--- src/rtl/alu_serial_seq.sv ---
// Bit-serial sequencer around a 1-bit ALU slice: latches an operand pair and opcode,
// walks the slice LSB first, and assembles the WIDTH-bit result with its flags.
module alu_serial_seq #(
   parameter int WIDTH = 32
) (
   input  logic             clk,
   input  logic             reset,
   input  logic             start,
   input  logic [3:0]       ALUop,
   input  logic [WIDTH-1:0] a,
   input  logic [WIDTH-1:0] b,
   output logic             busy,
   output logic             done,
   output logic [WIDTH-1:0] Result,
   output logic             Zero,
   output logic             CarryOut,
   output logic             Overflow,
   output logic             op_err,
   output logic             slice_a,
   output logic             slice_b,
   output logic             slice_CarryIn,
   output logic [3:0]       slice_ALUop,
   input  logic             slice_Result,
   input  logic             slice_CarryOut
);

   localparam int IW = $clog2(WIDTH);
   localparam logic [IW-1:0] IDX_LAST = IW'(WIDTH - 1);
   localparam logic [IW-1:0] IDX_ONE  = IW'(1);

   localparam logic [3:0] OP_AND = 4'b0000;
   localparam logic [3:0] OP_OR  = 4'b0001;
   localparam logic [3:0] OP_ADD = 4'b0010;
   localparam logic [3:0] OP_SUB = 4'b0110;
   localparam logic [3:0] OP_SLT = 4'b0111;
   localparam logic [3:0] OP_NOR = 4'b1100;

   typedef enum logic [0:0] {
      IDLE = 1'b0,
      RUN  = 1'b1
   } state_t;

   function automatic logic op_supported(input logic [3:0] op);
      case (op)
         OP_AND, OP_OR, OP_ADD, OP_SUB, OP_SLT, OP_NOR: return 1'b1;
         default:                                      return 1'b0;
      endcase
   endfunction

   // Subtract-style ops need the two's-complement +1 injected at bit 0.
   function automatic logic op_subtracts(input logic [3:0] op);
      case (op)
         OP_SUB, OP_SLT: return 1'b1;
         default:        return 1'b0;
      endcase
   endfunction

   function automatic logic op_arith(input logic [3:0] op);
      case (op)
         OP_ADD, OP_SUB: return 1'b1;
         default:        return 1'b0;
      endcase
   endfunction

   function automatic logic op_has_carry(input logic [3:0] op);
      case (op)
         OP_ADD, OP_SUB, OP_SLT: return 1'b1;
         default:                return 1'b0;
      endcase
   endfunction

   // The slice has no compare mode; SLT is a subtraction whose sign is fixed up here.
   function automatic logic [3:0] slice_op_of(input logic [3:0] op);
      case (op)
         OP_SLT:  return OP_SUB;
         default: return op;
      endcase
   endfunction

   state_t           state_r, state_s;
   logic [IW-1:0]    idx_r, idx_s;
   logic             carry_r, carry_s;
   logic [WIDTH-1:0] a_r, a_s;
   logic [WIDTH-1:0] b_r, b_s;
   logic [3:0]       op_r, op_s;
   logic [WIDTH-1:0] res_r, res_s;
   logic [WIDTH-1:0] result_r, result_s;
   logic             zero_r, zero_s;
   logic             cout_r, cout_s;
   logic             ovf_r, ovf_s;
   logic             operr_r, operr_s;
   logic             done_r, done_s;
   logic             busy_r, busy_s;
   logic             sa_r, sa_s;
   logic             sb_r, sb_s;
   logic             scin_r, scin_s;
   logic [3:0]       sop_r, sop_s;
   logic             ovf_bit_s;

   // Next-state and next-output logic; slice drives are precomputed so they come from flops.
   always_comb begin
      state_s   = state_r;
      idx_s     = idx_r;
      carry_s   = carry_r;
      a_s       = a_r;
      b_s       = b_r;
      op_s      = op_r;
      res_s     = res_r;
      result_s  = result_r;
      zero_s    = zero_r;
      cout_s    = cout_r;
      ovf_s     = ovf_r;
      operr_s   = operr_r;
      done_s    = 1'b0;
      busy_s    = 1'b0;
      sa_s      = 1'b0;
      sb_s      = 1'b0;
      scin_s    = 1'b0;
      sop_s     = 4'b0000;
      ovf_bit_s = carry_r ^ slice_CarryOut;

      case (state_r)
         IDLE: begin
            if (start) begin
               if (op_supported(ALUop)) begin
                  state_s = RUN;
                  busy_s  = 1'b1;
                  idx_s   = '0;
                  carry_s = op_subtracts(ALUop);
                  a_s     = a;
                  b_s     = b;
                  op_s    = ALUop;
                  sa_s    = a[0];
                  sb_s    = b[0];
                  scin_s  = op_subtracts(ALUop);
                  sop_s   = slice_op_of(ALUop);
               end else begin
                  done_s   = 1'b1;
                  operr_s  = 1'b1;
                  result_s = '0;
                  zero_s   = 1'b0;
                  cout_s   = 1'b0;
                  ovf_s    = 1'b0;
               end
            end else begin
               state_s = IDLE;
            end
         end
         RUN: begin
            res_s[idx_r] = slice_Result;
            carry_s      = slice_CarryOut;
            idx_s        = idx_r + IDX_ONE;
            if (idx_r == IDX_LAST) begin
               state_s = IDLE;
               done_s  = 1'b1;
               idx_s   = '0;
               carry_s = 1'b0;
               if (op_r == OP_SLT) begin
                  result_s = {{(WIDTH-1){1'b0}}, slice_Result ^ ovf_bit_s};
               end else begin
                  result_s = res_s;
               end
               zero_s  = (result_s == '0);
               cout_s  = op_has_carry(op_r) ? slice_CarryOut : 1'b0;
               ovf_s   = op_arith(op_r) ? ovf_bit_s : 1'b0;
               operr_s = 1'b0;
            end else begin
               busy_s = 1'b1;
               sa_s   = a_r[idx_s];
               sb_s   = b_r[idx_s];
               scin_s = slice_CarryOut;
               sop_s  = slice_op_of(op_r);
            end
         end
         default: begin
            state_s = IDLE;
         end
      endcase
   end

   // State and output registers with synchronous reset.
   always_ff @(posedge clk) begin
      if (reset) begin
         state_r  <= IDLE;
         idx_r    <= '0;
         carry_r  <= 1'b0;
         a_r      <= '0;
         b_r      <= '0;
         op_r     <= 4'b0000;
         res_r    <= '0;
         result_r <= '0;
         zero_r   <= 1'b0;
         cout_r   <= 1'b0;
         ovf_r    <= 1'b0;
         operr_r  <= 1'b0;
         done_r   <= 1'b0;
         busy_r   <= 1'b0;
         sa_r     <= 1'b0;
         sb_r     <= 1'b0;
         scin_r   <= 1'b0;
         sop_r    <= 4'b0000;
      end else begin
         state_r  <= state_s;
         idx_r    <= idx_s;
         carry_r  <= carry_s;
         a_r      <= a_s;
         b_r      <= b_s;
         op_r     <= op_s;
         res_r    <= res_s;
         result_r <= result_s;
         zero_r   <= zero_s;
         cout_r   <= cout_s;
         ovf_r    <= ovf_s;
         operr_r  <= operr_s;
         done_r   <= done_s;
         busy_r   <= busy_s;
         sa_r     <= sa_s;
         sb_r     <= sb_s;
         scin_r   <= scin_s;
         sop_r    <= sop_s;
      end
   end

   assign busy          = busy_r;
   assign done          = done_r;
   assign Result        = result_r;
   assign Zero          = zero_r;
   assign CarryOut      = cout_r;
   assign Overflow      = ovf_r;
   assign op_err        = operr_r;
   assign slice_a       = sa_r;
   assign slice_b       = sb_r;
   assign slice_CarryIn = scin_r;
   assign slice_ALUop   = sop_r;

endmodule

--- config.mk ---
export PLATFORM = sky130hd
export DESIGN_NAME = alu_serial_seq
export DESIGN_NICKNAME = d
export VERILOG_FILES = /design/src/rtl/alu_serial_seq.sv
export SDC_FILE = /design/constraint.sdc
export NUM_CORES = 1
export LEC_CHECK = 0
export CORE_ASPECT_RATIO = 1.1
export CORE_MARGIN = 3
export CORE_UTILIZATION = 40
export DETAILED_ROUTE_END_ITERATION = 8
export GPL_TIMING_DRIVEN = 0
export SYNTH_ARGS = -nofsm -noshare
export SYNTH_HDL_FRONTEND = slang
export SYNTH_SLANG_ARGS = --single-unit
export TNS_END_PERCENT = 20
--- constraint.sdc ---
create_clock -name clk -period 3.37 [get_ports clk]
set_clock_uncertainty 0.05 [all_clocks]
set_input_delay 0.337 -clock clk [delete_from_list [all_inputs] [get_ports clk]]
set_output_delay 0.337 -clock clk [all_outputs]
set_load 0.02 [all_outputs]
# [Word-level counts from Yosys, hierarchy flattened]
# Index checks and enable logic that the tools add are counted.
[word_totals] register_bits=151 input_bits=73 out_inout_bits=45
[op_classes] add_sub_neg=1 magnitude_cmp=3 eq_ne=13 muxes=71 bitwise=3 n_reduce_logical=10
[op_table] cell="32-bit 2-to-1 mux" count=6
[op_table] cell="32-bit one-hot mux with 2 select lines" count=1
[op_table] cell="1-bit 2-to-1 mux" count=40
[op_table] cell="32-bit bitwise mux" count=1
[op_table] cell="32-bit logical NOT" count=1
[op_table] cell="4-bit 2-to-1 mux" count=5
[op_table] cell="1-bit one-hot mux with 2 select lines" count=10
[op_table] cell="4-bit by 3-bit == test with 1-bit output, second input constant" count=4
[op_table] cell="5-bit 2-to-1 mux" count=3
[op_table] cell="5-bit by 6-bit < comparator with 1-bit output, second input constant" count=2
[op_table] cell="1-bit binary-select mux with 5-bit select" count=2
[op_table] cell="5-bit one-hot mux with 2 select lines" count=1
[op_table] cell="4-bit by 2-bit == test with 1-bit output, second input constant" count=2
[op_table] cell="4-bit one-hot mux with 2 select lines" count=1
[op_table] cell="2-bit inequality test, second input constant" count=3
[op_table] cell="3-bit AND reduction" count=2
[op_table] cell="6-bit OR reduction" count=1
[op_table] cell="5-bit by 1-bit adder with 5-bit output, second input constant" count=1
[op_table] cell="1-bit demux with 5-bit select" count=1
[op_table] cell="5-bit == test, second input constant" count=1
[op_table] cell="5-bit by 1-bit greater-or-equal comparator with 1-bit output, second input constant" count=1
[op_table] cell="4-bit by 1-bit == test with 1-bit output, second input constant" count=1
[op_table] cell="4-bit == test, second input constant" count=1
[op_table] cell="4-bit logical NOT" count=1
[op_table] cell="other kinds (7)" count=9

# [Depth between registers and ports, before layout]
# Gate-level depths: netlist (run 1).
[logic_depth] word_depth=11 depth_mapped=11 mapped_depth_nobuf=8

# [Worst setup path after synthesis (run 1)]
# OpenSTA, ideal clock, no wires.
[synth_path] path_type="reg2reg" startpoint="reg idx_r[0]" endpoint="reg sb_r, in the netlist slice_b" setup_time_ns=0.128 t_arrival_ns=2.766 required_time_ns=3.192 path_slack_ns=0.425 path_stages_with_launch=11 period_less_slack_ns=2.945 path_cell_list="dfxtp_1 buf_2 buf_1 inv_1 ha_1 buf_6 buf_12 mux4_1 mux4_2 a22oi_1 o21ai_1"
[synth_between] elab_chain_cells=5 elab_cells_between_ends=6 cone_classes="add/sub (1); eq/ne (1); mux (4)"
[synth_lines] item="start, declared" line_no="81" rtl="logic [IW-1:0] idx_r, idx_s;"
[synth_lines] item="start signal, assigned" line_no="204" rtl="idx_r <= idx_s;"
[synth_lines] item="5-bit by 1-bit adder with 5-bit output" line_no="152" rtl="idx_s = idx_r + IDX_ONE;"
[synth_lines] item="1-bit binary-select mux with 5-bit select" line_no="170" rtl="sb_s = b_r[idx_s];"
[synth_lines] item="1-bit 2-to-1 mux (implied by the code)" line_no="170"
[synth_lines] item="1-bit 2-to-1 mux *" line_no="153" rtl="if (idx_r == IDX_LAST) begin"
[synth_lines] item="1-bit one-hot mux with 2 select lines *" line_no="122" rtl="case (state_r)"
[synth_lines] item="end signal, assigned" line_no="218" rtl="sb_r <= sb_s;"
[synth_lines] item="end, declared" line_no="95" rtl="logic sb_r, sb_s;"
# Every way passes the cells marked *; elsewhere a longest branch is shown, timed or not. The select of a mux whose other input is x is not followed.
# A chain may end at the register's enable or synchronous reset.

# [Worst setup path after layout (run 1)]
# Ends and elaborated chain as after synthesis.

==> out/qor.txt, run 1 <==
CTS Buf Count: 17
Switching Share: 0.252
CP max stage delay: 590 ps
Mapped Area: 6680 um^2
Max Clk Rate: 0.312 GHz
ys async rst share: 0
clock slew at reported path FFs: 60 ps
Slew Limit Fails: 0
Worst Path Required: 3620 ps
Tightest Pin Transition: 818 ps
Worst slew margin: 0.455
crit path capture: slice_b$_SDFF_PP0_
CP arrival: 3450 ps
setup repair bufs after CTS: 0
Starting Density: 0.416
Seq/Total Area, Yosys: 0.453
Clk pwr share: 0.448
max-capacitance violation count: 0
Area Overhead vs Synth: 30.1%
final setup fails: 0
cts-stage hold buffer count: 0
syn nets: 851
Core Util, Final: 0.541
Critical Path Start Type: register
Die Y: 141 um
Layout fillers: 1498
CTS Sinks: 151
CTS Buffer Depth: 2
Crit. Startpoint: idx_r[0]$_SDFFE_PP0P_
initial antenna violation count: 0
Crit Path Class: reg2reg
Worst R2R End: slice_b$_SDFF_PP0_
WL per Instance: 16.9 um
initial drt markers: 327
RSZ-0062 raised after global routing: no
flop-to-flop setup slack: 170 ps
Ports: 118
root buffer cell: clkbuf_16
Buffers on Ports: 115
min Tclk post-route: 3200 ps
WL final: 18900 um
leakage: 3.11 nW
Worst VDD drop: 384 uV
cells along the critical path: buf_4, buf_4, inv_1, ha_1, buf_6, buf_12, mux4_1, mux4_2, a22oi_1, o21ai_1
via count: 5982
total core area: 16000 um^2
count of final hold-check violations: 0
Post-DRT Antenna Nets: 0
Initial DRT Pass Iterations: 4
internal power: 3.20 mW
Net Switching: 1.08 mW
Hold Crit Class: reg2reg
die width: 129 um
Worst Path Max Fanout: 10
Placement Cell Area: 8080 um^2
worst skew pair latency: 430 ps
crit share post-route: 0.950
worst r2r path cells: 10
CP dominant cell by count: buf_4
Synth Instances: 771
slowest CP cell: mux4_1
CTS tree: yes
first-pass GRT wire length: 30300 um
number of remaining DRC errors: 0
Gate power share: 0.110
Synth Warn #: 0
RePlAce Congestion: 0.905
fin nets: 985
Cell Pwr Density: 494 nW/um^2
Main synth FF type: dfxtp_1
Unique masters post-synth: 41
layout cells sized above 1: 0.0621
die area: 18300 um^2
largest net degree at the start of global routing: 17
average size of a mapped cell: 8.66 um^2
status: finished clean
Setup crit end kind: register
FF+latch count, synth: 151
GRT Residual Overflow: 0
RR Startpoint: idx_r[0]$_SDFFE_PP0P_
worst hold slack: 401 ps
fin area: 8680 um^2
vias in the first global route: 5864
Global Route Usage Sum: 0.211
Post-synth EDFFs: 0
Post-DP HPWL: 14300 um
vias per inst: 5.35
H-tree depth: 4
sequential share of power: 0.442
antenna fix cells: 0
Cell Rows: 48
-- routing by layer --
layer  share of wire  vias up  track usage
li1                -     2952            -
met1            0.45     2866        0.276
met2            0.49      134        0.349
met3           0.041       30       0.0459
met4           0.020        0       0.0680
met5               0        -            0
-- sequential cells by signal, summed over array words and instances (netlist names), 4 cells and up --
| register | count |
|---|---|
| Result | 32 |
| a_r | 32 |
| b_r | 32 |
| res_r | 32 |
| idx_r | 5 |
| op_r | 4 |
| slice_ALUop | 4 |
-- through the flow --
step	setup TNS (ps)	worst slack [ps]	power, mW	std cells
finish	0	170	4.29	1118
global route	0	9.16	4.46	1118
CTS	0	36.3	4.31	1118
detailed placement	-746	-396	2.40	1086
global placement	-593	-323	2.39	1086
floorplan	0	425	2.20	771
-- critical path, delay by kind of cell (launching register included) --
family,cells,cell delay [ps]
adder cells (fa/ha/maj),1,300
multiplexers,2,1090
flip-flops,1,390
buffers and inverters,5,930
AO/OA/AOI/OAI,2,290
-- synth_stat cells (all sizes together), types with 2 or more instances --
cell    instances  area share
nand4           9      0.0084
mux2            4      0.0067
mux2i          33       0.049
and2            2      0.0019
a211oi         29       0.033
nand2b          4      0.0037
nor2b           4      0.0037
a21oi         112       0.084
dfxtp         151        0.45
nand2         152       0.085
clkbuf         46       0.026
mux4           20       0.076
nor4bb         11       0.016
buf            19       0.017
ha              7       0.013
nor3            8      0.0060
xnor2           2      0.0026
nand4b         11       0.014
nor4            2      0.0019
nor3b           3      0.0034
nor4b           4      0.0052
a22oi           6      0.0067
nor2          104       0.058
o21ai           5      0.0037
inv             5      0.0028
nand3           9      0.0067
-- cells in the final DEF (no fill, tap or decap), types with 2 or more instances in the layout --
master,Yosys,layout
nand2b_1,4,4
mux4_2,5,5
buf_4,1,3
clkinvlp_4,0,4
clkdlybuf4s50_1,0,115
buf_2,13,12
mux2_2,4,4
bufinv_16,0,2
nor4b_1,4,4
inv_6,0,3
xnor2_1,2,2
dfxtp_1,151,151
clkinv_4,0,3
a211oi_1,29,29
mux4_1,15,15
nand4b_1,11,11
nor3b_1,3,3
nor4bb_1,11,11
a21oi_1,112,112
nor3_1,8,8
nor2b_1,4,4
clkbuf_16,0,17
o21ai_1,3,3
o21ai_0,2,2
and2_1,2,2
a22oi_1,6,6
nand2_1,152,152
nor2_1,104,104
nand4_1,9,9
ha_1,7,7
buf_1,3,2
clkbuf_8,0,2
nand3_1,9,9
clkbuf_1,46,47
inv_1,5,5
nor4_1,2,2
mux2i_1,33,33
-- logic make-up (layout without fill, tap and decap cells) --
logic type / after synthesis / in the layout / synth area share
AO/OA/AOI/OAI: 156 / 156 / 0.132
XOR/XNOR: 3 / 3 / 0.00394
adder cells (fa/ha/maj): 7 / 7 / 0.0131
buffers and inverters: 70 / 217 / 0.0459
flip-flops: 151 / 151 / 0.453
multiplexers: 57 / 57 / 0.132
AND/OR/NAND/NOR: 327 / 327 / 0.220
-- final cells by class --
| class | instances | area, um^2 | share of cell area |
|---|---|---|---|
| clock inverter | 12 | 143 | 0.0164 |
| buffer | 65 | 294 | 0.0339 |
| tap | 200 | 250 | 0.0288 |
| multi-input combinational | 550 | 3350 | 0.385 |
| timing repair buffer | 115 | 1150 | 0.133 |
| sequential | 151 | 3020 | 0.348 |
| clock buffer | 20 | 457 | 0.0526 |
| inverter | 5 | 18.8 | 0.00216 |
-- what timing repair did --
| action | 4_1_cts | 5_1_grt |
|---|---|---|
| gates cloned | 0 | 0 |
| setup endpoints to repair | 3 | 2 |
| resized for setup | 2 | 2 |
-- how the worst min path moves through the flow --
stage / start / endpoint / slack [ps] / cells after the start
floorplan: res_r[0]$_SDFFE_PP0P_ / res_r[0]$_SDFFE_PP0P_ / 380 / 2
global placement: a_r[14]$_SDFFE_PP0P_ / a_r[14]$_SDFFE_PP0P_ / 390 / 2
detailed placement: a_r[24]$_SDFFE_PP0P_ / a_r[24]$_SDFFE_PP0P_ / 390 / 2
CTS: a[11] / a_r[11]$_SDFFE_PP0P_ / 390 / 3
global route: a[11] / a_r[11]$_SDFFE_PP0P_ / 400 / 3
finish: a_r[18]$_SDFFE_PP0P_ / a_r[18]$_SDFFE_PP0P_ / 400 / 2
-- power by group through the flow --
| stage | sequential (mW) | clock [mW] | combinational (mW) |
|---|---|---|---|
| after global placement | 1.93 | 0 | 0.464 |
| after global routing | 1.90 | 2.04 | 0.520 |
| after detailed placement | 1.93 | 0 | 0.473 |
| final | 1.89 | 1.92 | 0.472 |
| after floorplan | 1.93 | 0 | 0.271 |
| after CTS | 1.89 | 1.95 | 0.475 |
(Power assumes the default switching activity.)
==> run 2, diff against run 1 <==
- SLEW_MARGIN: unset -> 20
==> results of run 2 <==
Same layout as run 1: the final DEF is identical, and so are final timing and power.
==> run 3, diff against run 2 <==
- CORE_UTILIZATION: 40 -> 50
- CTS_BUF_LIST: unset -> sky130_fd_sc_hd__clkbuf_8
- PLACE_DENSITY: unset -> 0.76
==> run 3 against run 2 <==
Die area down 19%. Routed wire length down 5.3%. Sequential share of layout area up 1.1 points. Combinational power about the same. Largest cell class unchanged. Total power down 12%. Global-route usage up 3.7 points. Highest routed layer unchanged. Setup slack better by 19 ps. Sequential cell count unchanged. Non-clock buffer count unchanged. Final area down 3.0%. Critical path type unchanged. Critical path depth unchanged.
==> out/qor.txt, run 3 (synthesized netlist as in run 1, its figures left out) <==
fin nets: 985 (unchanged)
CP max stage delay: 600 ps (about the same)
count of final hold-check violations: 0 (unchanged)
Critical Path Start Type: register
Worst Path Required: 3660 ps (+40 ps)
clock slew at reported path FFs: 80 ps (+20 ps)
slowest CP cell: mux4_1
Cell Rows: 43 (-10%)
placed instance count: 1043 (-4.0%)
most frequent cells in the layout: nand2_1, dfxtp_1, clkdlybuf4s50_1, a21oi_1, nor2_1
number of remaining DRC errors: 0 (unchanged)
total core area: 12900 um^2 (-20%)
Global Route Usage Sum: 0.249 (+0.0375)
Buffers on Ports: 115 (unchanged)
RSZ-0062 raised after global routing: no
initial antenna violation count: 0 (unchanged)
initial drt markers: 401 (+23%)
Worst Path Max Fanout: 10 (unchanged)
die area: 14800 um^2 (-19%)
WL per Instance: 16.7 um (-1.4%)
max-capacitance violation count: 0 (unchanged)
Met1 Routed Length: 7480 um (-11%)
leakage: 3.04 nW (-2.2%)
cts-stage hold buffer count: 0 (unchanged)
vias per inst: 5.65 (+5.6%)
CTS Sinks: 151 (unchanged)
final setup fails: 0 (unchanged)
WL final: 17900 um (-5.3%)
Initial DRT Pass Iterations: 5 (+1)
crit path buf inv count: 5 (unchanged)
Worst slew margin: 0.547 (+0.0926)
Ports: 118 (unchanged)
Placement Cell Area: 8020 um^2 (-0.67%)
leading cell type in the layout, fill and taps excluded: nand2_1
Layout fillers: 1090 (-27%)
CP arrival: 3470 ps (+20 ps)
Hold Crit Class: in2reg
Tightest Pin Transition: 679 ps (-139 ps)
status: finished clean
Multi-input gate area: 3350 um^2 (+0.11%)
antenna fix cells: 0 (unchanged)
layout cells sized above 1: 0.0589 (-0.00320)
root buffer cell: clkbuf_8
routed wl met2: 8760 um (-5.9%)
CTS Buf Count: 17 (unchanged)
Max Clk Rate: 0.314 GHz (+0.61%)
fin area: 8420 um^2 (-3.0%)
final setup TNS: 0 ps (unchanged)
CP dominant cell by count: clkbuf_4
Core Util, Final: 0.655 (+0.114)
cells along the critical path: clkbuf_4, clkbuf_4, inv_1, ha_1, buf_6, buf_12, mux4_1, mux4_2, a22oi_1, o21ai_1
Post-DRT Antenna Nets: 0 (unchanged)
CTS Buffer Depth: 2 (unchanged)
Area Overhead vs Synth: 26.2%
Post-DP HPWL: 13300 um (-7.1%)
RePlAce Congestion: 0.909 (+0.42%)
worst skew pair latency: 470 ps (+40 ps)
vias in the first global route: 6022 (+2.7%)
Cell Pwr Density: 446 nW/um^2 (-9.6%)
die width: 116 um (-10%)
Final WS setup: 189 ps (+19.3 ps)
Slew Limit Fails: 0 (unchanged)
crit share post-route: 0.944 (-0.00572)
first-pass GRT wire length: 29100 um (-4.1%)
Setup WS pre-CTS: -248 ps (+148 ps)
worst hold slack: 365 ps (-35.8 ps)
metal3 WL: 1240 um (+58%)
via count: 6069 (+1.5%)
GRT Residual Overflow: 0 (unchanged)
Final Power: 3.76 mW (-12%)
delay-heaviest family, CP: multiplexers
H-tree depth: 4 (unchanged)
Starting Density: 0.519 (+0.103)
min Tclk post-route: 3180 ps (-19.3 ps)
fin cells: 1074 (-3.9%)
largest net degree at the start of global routing: 17 (unchanged)
Setup crit end kind: register
Register Area: 3020 um^2 (unchanged)
Die Y: 127 um (-10%)
Worst VDD drop: 242 uV (-37%)
top sig layer: met4
Crit Path Class: reg2reg
CTS tree: yes
run 3: cell types whose count changed in the layout (fill, tap and decap cells not counted), sizes merged:
cell / change
buf: -2
inv: +1
clkinvlp: -3
clkinv: +2
bufinv: +1
run 3: path summary, 6_finish.rpt:
path / to / cells past startpoint / from / slack (ps)
worst max-delay path: slice_b$_SDFF_PP0_ / 10 / idx_r[0]$_SDFFE_PP0P_ / 190
worst min-delay path: a_r[2]$_SDFFE_PP0P_ / 3 / a[2] / 370
worst max register to register: slice_b$_SDFF_PP0_ / 10 / idx_r[0]$_SDFFE_PP0P_ / 190
worst min register to register: a_r[6]$_SDFFE_PP0P_ / 2 / a_r[6]$_SDFFE_PP0P_ / 400
run 3: worst min-delay path, cell delays in order:
cell             delay [ps]
clkdlybuf4s50_1         390
nand2_1                  50
a21oi_1                  50
run 3: final cells by class:
| class | count | area share |
|---|---|---|
| repair buffers | 115 | 0.137 |
| plain buffers | 65 | 0.0349 |
| flip-flops and latches | 151 | 0.359 |
| inverters | 5 | 0.00223 |
| clock buffers | 18 | 0.0294 |
| multi-input cells | 550 | 0.398 |
| well taps | 157 | 0.0233 |
| clock inverters | 13 | 0.0168 |
run 3: repair_timing:
action | CTS | global route
setup buffers | 0 | 0
setup endpoints to repair | 2 | 21
gates resized for setup | 1 | 3
run 3: report_power, final:
group | internal, mW | switching [mW] | leakage [nW] | total (mW)
sequential | 1.85 | 0.0388 | 1.23 | 1.89
combinational | 0.210 | 0.260 | 1.60 | 0.470
clock | 0.732 | 0.663 | 0.213 | 1.39
run 3: per-layer routing:
layer | vias to the layer above | global-route usage
met1 | 2866 | 0.308
met2 | 209 | 0.420
li1 | 2958 | -
met3 | 36 | 0.0625
met4 | 0 | 0.0874
met5 | - | 0
